<file path="config.mk">
export PLATFORM = sky130hd
export DESIGN_NAME = inst_fetch
export DESIGN_NICKNAME = d
export VERILOG_FILES = /design/src/rtl/fetch_pkg.sv /design/src/rtl/fetch_fifo.sv /design/src/rtl/inst_fetch.sv
export SDC_FILE = /design/constraint.sdc
export NUM_CORES = 1
export LEC_CHECK = 0
export ABC_CLOCK_PERIOD_IN_PS = 15200
export CAP_MARGIN = 20
export CORE_MARGIN = 2
export CORE_UTILIZATION = 45
export CTS_BUF_LIST = sky130_fd_sc_hd__clkbuf_4 sky130_fd_sc_hd__clkbuf_8
export DETAILED_ROUTE_END_ITERATION = 10
export MAX_ROUTING_LAYER = met4
export PLACE_DENSITY = 0.73
export SLEW_MARGIN = 25
export SYNTH_ARGS = -nofsm -noshare
export SYNTH_HDL_FRONTEND = slang
export SYNTH_HIERARCHICAL = 1
export SYNTH_SLANG_ARGS = --single-unit
export TNS_END_PERCENT = 1
</file>
<file path="constraint.sdc">
create_clock -name clk -period 15.2 [get_ports clk]
set_input_delay 3.04 -clock clk [delete_from_list [all_inputs] [get_ports clk]]
set_output_delay 3.04 -clock clk [all_outputs]
set_load 0.02 [all_outputs]
</file>
<file path="src/rtl/fetch_pkg.sv">
// Shared definitions for the instruction fetch unit.
//   DEFAULT_RESET_PC : PC loaded on reset unless overridden
//   PC_STEP          : byte distance between sequential instructions
//   fetch_state_t    : fetch control state
//   fetch_entry_t    : one buffered instruction with its PC
package fetch_pkg;

  localparam logic [31:0] DEFAULT_RESET_PC = 32'h0000_0000;
  localparam logic [31:0] PC_STEP          = 32'd4;

  typedef enum logic {
    IDLE = 1'b0,
    RUN  = 1'b1
  } fetch_state_t;

  typedef struct packed {
    logic [31:0] pc;
    logic [31:0] inst;
  } fetch_entry_t;

endpackage

</file>
<file path="src/rtl/fetch_fifo.sv">
// In-order instruction buffer between the fetch stage and decode.
//   clk, rst            : clock, synchronous active-low reset
//   flush               : drop all entries (wins over push/pop)
//   push, push_pc/inst  : enqueue one entry
//   pop                 : dequeue head entry
//   count               : number of valid entries
//   empty               : no valid entry
//   head_pc/head_inst   : head entry, forced to zero when empty
// The parent guarantees no push when full-without-pop and no pop when empty.
module fetch_fifo
  import fetch_pkg::*;
#(
  parameter int DEPTH = 2
) (
  input  logic        clk,
  input  logic        rst,
  input  logic        flush,
  input  logic        push,
  input  logic [31:0] push_pc,
  input  logic [31:0] push_inst,
  input  logic        pop,
  output logic [3:0]  count,
  output logic        empty,
  output logic [31:0] head_pc,
  output logic [31:0] head_inst
);

  localparam int PTR_W = (DEPTH > 1) ? $clog2(DEPTH) : 1;

  fetch_entry_t mem [DEPTH];
  logic [PTR_W-1:0] wr_ptr, rd_ptr;

  // Explicit wrap so non-power-of-two depths work.
  function automatic logic [PTR_W-1:0] ptr_next(input logic [PTR_W-1:0] p);
    return (p == PTR_W'(DEPTH - 1)) ? '0 : p + 1'b1;
  endfunction

  always_ff @(posedge clk) begin
    if (!rst || flush) begin
      wr_ptr <= '0;
      rd_ptr <= '0;
      count  <= '0;
    end else begin
      if (push) wr_ptr <= ptr_next(wr_ptr);
      if (pop)  rd_ptr <= ptr_next(rd_ptr);
      case ({push, pop})
        2'b10:   count <= count + 4'd1;
        2'b01:   count <= count - 4'd1;
        default: count <= count;
      endcase
    end
  end

  // Storage carries no reset; validity is tracked by count alone.
  always_ff @(posedge clk) begin
    if (push && rst && !flush) begin
      mem[wr_ptr].pc   <= push_pc;
      mem[wr_ptr].inst <= push_inst;
    end
  end

  assign empty     = (count == 4'd0);
  assign head_pc   = empty ? 32'h0 : mem[rd_ptr].pc;
  assign head_inst = empty ? 32'h0 : mem[rd_ptr].inst;

endmodule

</file>
<file path="src/rtl/inst_fetch.sv">
// Instruction fetch: owns the PC, issues ROM reads and buffers fetched
// instructions for decode.
//   clk, rst        : clock, synchronous active-low reset
//   rom_ce/rom_addr : ROM request, address is the current PC
//   rom_inst        : combinational ROM data for rom_addr
//   redirect_valid/redirect_pc : flush buffer and restart at target
//   stall           : suppress new fetches (pops continue)
//   out_valid/out_inst/out_pc/out_ready : decode handshake on buffer head
module inst_fetch
  import fetch_pkg::*;
#(
  parameter logic [31:0] RESET_PC   = DEFAULT_RESET_PC,
  parameter int          FIFO_DEPTH = 2
) (
  input  logic        clk,
  input  logic        rst,
  output logic        rom_ce,
  output logic [31:0] rom_addr,
  input  logic [31:0] rom_inst,
  input  logic        redirect_valid,
  input  logic [31:0] redirect_pc,
  input  logic        stall,
  output logic        out_valid,
  output logic [31:0] out_inst,
  output logic [31:0] out_pc,
  input  logic        out_ready
);

  fetch_state_t state;
  logic [31:0]  pc;
  logic [3:0]   count;
  logic         empty;
  logic         run, pop, flush, fetch, full_after_pop;
  logic [1:0]   unused_redirect_lsb;

  assign unused_redirect_lsb = redirect_pc[1:0];

  // Gating with rst keeps rom_ce low in a cycle whose edge will reset.
  assign run            = (state == RUN) && rst;
  assign out_valid      = !empty;
  // A full buffer that is being popped still has room for this fetch.
  assign full_after_pop = (count == 4'(FIFO_DEPTH)) && !(out_valid && out_ready);
  assign flush          = run && redirect_valid;
  // Redirect discards the head, so it also suppresses the pop.
  assign pop            = run && !redirect_valid && out_valid && out_ready;
  assign fetch          = run && !redirect_valid && !stall && !full_after_pop;

  assign rom_ce   = fetch;
  assign rom_addr = pc;

  always_ff @(posedge clk) begin
    if (!rst) begin
      state <= IDLE;
      pc    <= RESET_PC;
    end else begin
      case (state)
        IDLE: state <= RUN;
        RUN: begin
          if (redirect_valid)  pc <= {redirect_pc[31:2], 2'b00};
          else if (fetch)      pc <= pc + PC_STEP;  // wraps naturally at 2^32
        end
        default: state <= IDLE;
      endcase
    end
  end

  fetch_fifo #(.DEPTH(FIFO_DEPTH)) u_fifo (
    .clk       (clk),
    .rst       (rst),
    .flush     (flush),
    .push      (fetch),
    .push_pc   (pc),
    .push_inst (rom_inst),
    .pop       (pop),
    .count     (count),
    .empty     (empty),
    .head_pc   (out_pc),
    .head_inst (out_inst)
  );

endmodule

</file>
==> impl_summary.txt <==
----------------------------------------------------
[Drt]
  Via density per instance ... 5.36
  Vias ... 5179
  DRT Pass-1 Iters ... 5
  Remaining design rule violation count ... 0
  Antenna-violating nets left ... 0
  Post-detailed-routing wire length ... 16.9 mm
  Number of DRC violations after detailed-routing iteration 0 ... 449
  DR WL/cell ... 17.4 µm

[Yosys]
  Synth Area per Inst ... 12.4 µm²
  Cell types occupying the most area after synthesis ... sky130_fd_sc_hd__edfxtp_1 53%, sky130_fd_sc_hd__dfxtp_1 10%, sky130_fd_sc_hd__mux2i_1 9.2%
  Synthesized cell area ... 0.00726 mm²
  Most used flip-flop cell after synthesis ... sky130_fd_sc_hd__edfxtp_1
  Flip-flop and latch count after synthesis ... 166
  Post-synthesis cell type count ... 61
  Synth async-reset ratio ... 0%
  Number of enable flip-flop cells after synthesis ... 128
  Cells after synthesis ... 585
  Library cell with the largest summed area after synthesis ... sky130_fd_sc_hd__edfxtp_1
  Synthesis Warnings ... 6
  Share of synthesized area occupied by flip-flops and latches ... 63.4%
  Share of Yosys cell area claimed by the top area cell type ... 53.0%

[Floorplanning]
  Height of the die ... 131 µm
  Initial core utilization ... 45.9%
  Total die area ... 0.0172 mm²
  Std-Cell Rows ... 46
  Core area ... 0.0158 mm²
  Width of the die ... 131 µm
  Count of boundary I/O pins ... 167

[Clock tree]
  Post-CTS Hold Fix Bufs ... 0
  Cell at the root of the clock tree ... sky130_fd_sc_hd__clkbuf_8
  Number of gates resized after cts ... 0
  Number of post-CTS setup repair buffers ... 0
  Number of CTS-inserted buffers ... 17
  Sink Count ... 166
  Post-CTS clock slew at the launch and capture registers of the worst setup and hold paths ... 0.09 ns
  CTS H-tree depth ... 4
  CTS tree ... yes
  Number of buffers on the longest clock path ... 2
  Worst skew pair latency ... 0.46 ns

[Finish]
  N_diodes ... 0
  Filler cells ... 1270
  Utilization after layout ... 59.6%
  Signed area change from the synthesized netlist to the final layout ... 29.9%
  Share of final-layout standard cells stronger than drive strength 1 ... 8.52%
  Commonest non-fill, non-tap cells in the layout ... 161 x sky130_fd_sc_hd__clkdlybuf4s50_1, 128 x sky130_fd_sc_hd__edfxtp_1, 96 x sky130_fd_sc_hd__nor2_1, 67 x sky130_fd_sc_hd__mux2i_1, 37 x sky130_fd_sc_hd__dfxtp_1
  Multi-input logic area ... 0.00247 mm²
  Total area of sequential cells ... 0.00461 mm²
  # nets final ... 811
  Most common library cell in the layout ignoring fill and taps ... sky130_fd_sc_hd__clkdlybuf4s50_1

[Critical path]
  Endpoint arrival time on the critical path ... 5.84 ns
  Max stage delay cell, worst path ... sky130_fd_sc_hd__clkdlybuf4s50_1
  Critical path origin ... rst
  Cell family with most CP delay ... buffers and inverters
  CP endpoint kind ... output port
  Combined buffer and inverter count along the critical path ... 4
  CP startpoint kind ... primary input
  Cells along the critical path ... clkdlybuf4s50_1 -> inv_1 -> nor2_1 -> nand3_1 -> inv_1 -> clkdlybuf4s50_1
  Critical path required time ... 12.16 ns
  R2R Path Start ... u_fifo/count[1]$_SDFFE_PP0P_
  Biggest cell delay along the critical path ... 0.94 ns
  Classification of the worst setup path ... in -> out
  Worst Path Max Fanout ... 21

[Timing]
  Slew Limit Headroom ... 42.2%
  Unrepaired setup endpoints after global routing ... false
  Sum of negative setup slack ... 0 ns
  Number of endpoints with negative hold slack in the final report ... 0
  Post-route clock period utilization ... 58.4%
  Number of endpoints failing setup at the final stage ... 0
  Worst Tran Pin Value ... 0.867 ns
  Fin crit period ... 8.88 ns
  Max-slew violation total from the final report ... 0
  Worst-case clock skew ... 0.0131 ns
  Highest clock rate ... 0.113 GHz

[Placement]
  HPWL after DPL ... 11.1 mm
  Count of input and output buffers ... 162
  RePlAce Congestion ... 0.835

[Pwr]
  Lkg Pwr ... 3.01 nW
  Maximum VDD drop ... 0.0492 mV
  Power density normalized to cell area ... 93.2 mW/mm²

[GRT]
  Number of global-route vias before repair ... 4953
  Antenna violations before repair ... 0
  GR Util All Layers ... 20.3%
  Overflow after GRT ... 0
  First-pass GRT wire length ... 25.7 mm
  Maximum number of pins on one net before global-route repair ... 67

[Worst hold path]
  Type of the worst min-delay path ... reg -> reg
  Critical hold path startpoint ... u_fifo/rd_ptr$_SDFFE_PP0P_

[Job]
  Maximum Capacitance Violations ... 0

[Status]
  Outcome ... finished clean

----------------------------------------------------
==> registers in the layout, summed over array words and instances (netlist names), named ones only <==
signal / flops
u_fifo/wr_ptr: 1
u_fifo/count: 4
rom_addr: 30
u_fifo/rd_ptr: 1
state: 1
u_fifo/mem: 128
==> worst paths after layout <==
| path | to | slack, ns | depth (start not counted) |
|---|---|---|---|
| worst max-delay path | rom_ce | 6.32 | 6 |
| worst min-delay path | u_fifo/rd_ptr$_SDFFE_PP0P_ | 0.53 | 2 |
| worst max register to register | u_fifo/mem[0][57]$_DFFE_PP_ | 11.59 | 9 |
| worst min register to register | u_fifo/rd_ptr$_SDFFE_PP0P_ | 0.53 | 2 |
==> per-stage QoR <==
stage          cell area (µm²)  setup WS [ns]  power (mW)  hold slack [ns]  cells
2_1_floorplan             7280           6.22       0.551            0.481    590
3_3_place_gp              9020           6.46       0.591            0.500    934
3_5_place_dp              9050           6.40       0.594            0.508    935
4_1_cts                   9420           6.36       0.887            0.531    967
5_1_grt                   9430           6.13       0.912            0.558    967
6_report                  9430           6.32       0.879            0.533    967
==> where the power goes <==
group | total [mW] | internal (mW) | switching (mW)
sequential | 0.506 | 0.494 | 0.0116
combinational | 0.0781 | 0.0396 | 0.0385
clock | 0.295 | 0.132 | 0.163
total | 0.879 | 0.666 | 0.213
==> routing by layer <==
layer	up-vias	global-route usage [%]	wire, µm
li1	2503	-	-
met1	2465	26.1	7350
met2	192	31.7	8040
met3	19	4.60	1230
met4	0	7.45	242
met5	-	-	0
==> kinds of logic after synthesis <==
logic type,share of synthesized area (%)
AOI/OAI and AO/OA,10.2
muxes,9.24
xor gates and xnor gates,0.603
buffers and inverters,3.07
other,0.0517
adders and majority gates,0.690
DFF,63.4
and+or+nand+nor,12.7
==> worst register-to-register path, delay by kind of cell (launching register included) <==
kind	cells	cell delay, ns
buf+inv	4	1.36
simple gates	4	1.10
flops	1	0.49
compound gates	1	0.22
==> cell type report <==
cell class                      count  area share, %
Tap cell                          216           2.87
Inverter                            9          0.358
Sequential cell                   166           48.9
Timing Repair Buffer              167           17.8
Multi-Input combinational cell    377           26.2
Clock buffer                       18           2.56
Clock inverter                     14           1.35
==> cell usage after synthesis (4+ instances only) <==
cell and n:
sky130_fd_sc_hd__nor3_1 6, sky130_fd_sc_hd__o21ai_0 20, sky130_fd_sc_hd__and3_2 4, sky130_fd_sc_hd__buf_2 14, sky130_fd_sc_hd__nand3_1 15, sky130_fd_sc_hd__o31ai_1 5, sky130_fd_sc_hd__a21oi_1 22, sky130_fd_sc_hd__edfxtp_1 128
sky130_fd_sc_hd__nand4_1 5, sky130_fd_sc_hd__a22o_1 5, sky130_fd_sc_hd__o221a_2 6, sky130_fd_sc_hd__mux2i_1 67, sky130_fd_sc_hd__nand2_1 26, sky130_fd_sc_hd__inv_1 9, sky130_fd_sc_hd__a31oi_1 9, sky130_fd_sc_hd__nand2b_1 5
sky130_fd_sc_hd__ha_1 4, sky130_fd_sc_hd__a211oi_1 8, sky130_fd_sc_hd__and3_1 4, sky130_fd_sc_hd__a32o_1 6, sky130_fd_sc_hd__nor2_1 96, sky130_fd_sc_hd__clkbuf_1 18, sky130_fd_sc_hd__dfxtp_1 38, sky130_fd_sc_hd__or3_1 4
(Power assumes the default switching activity.)
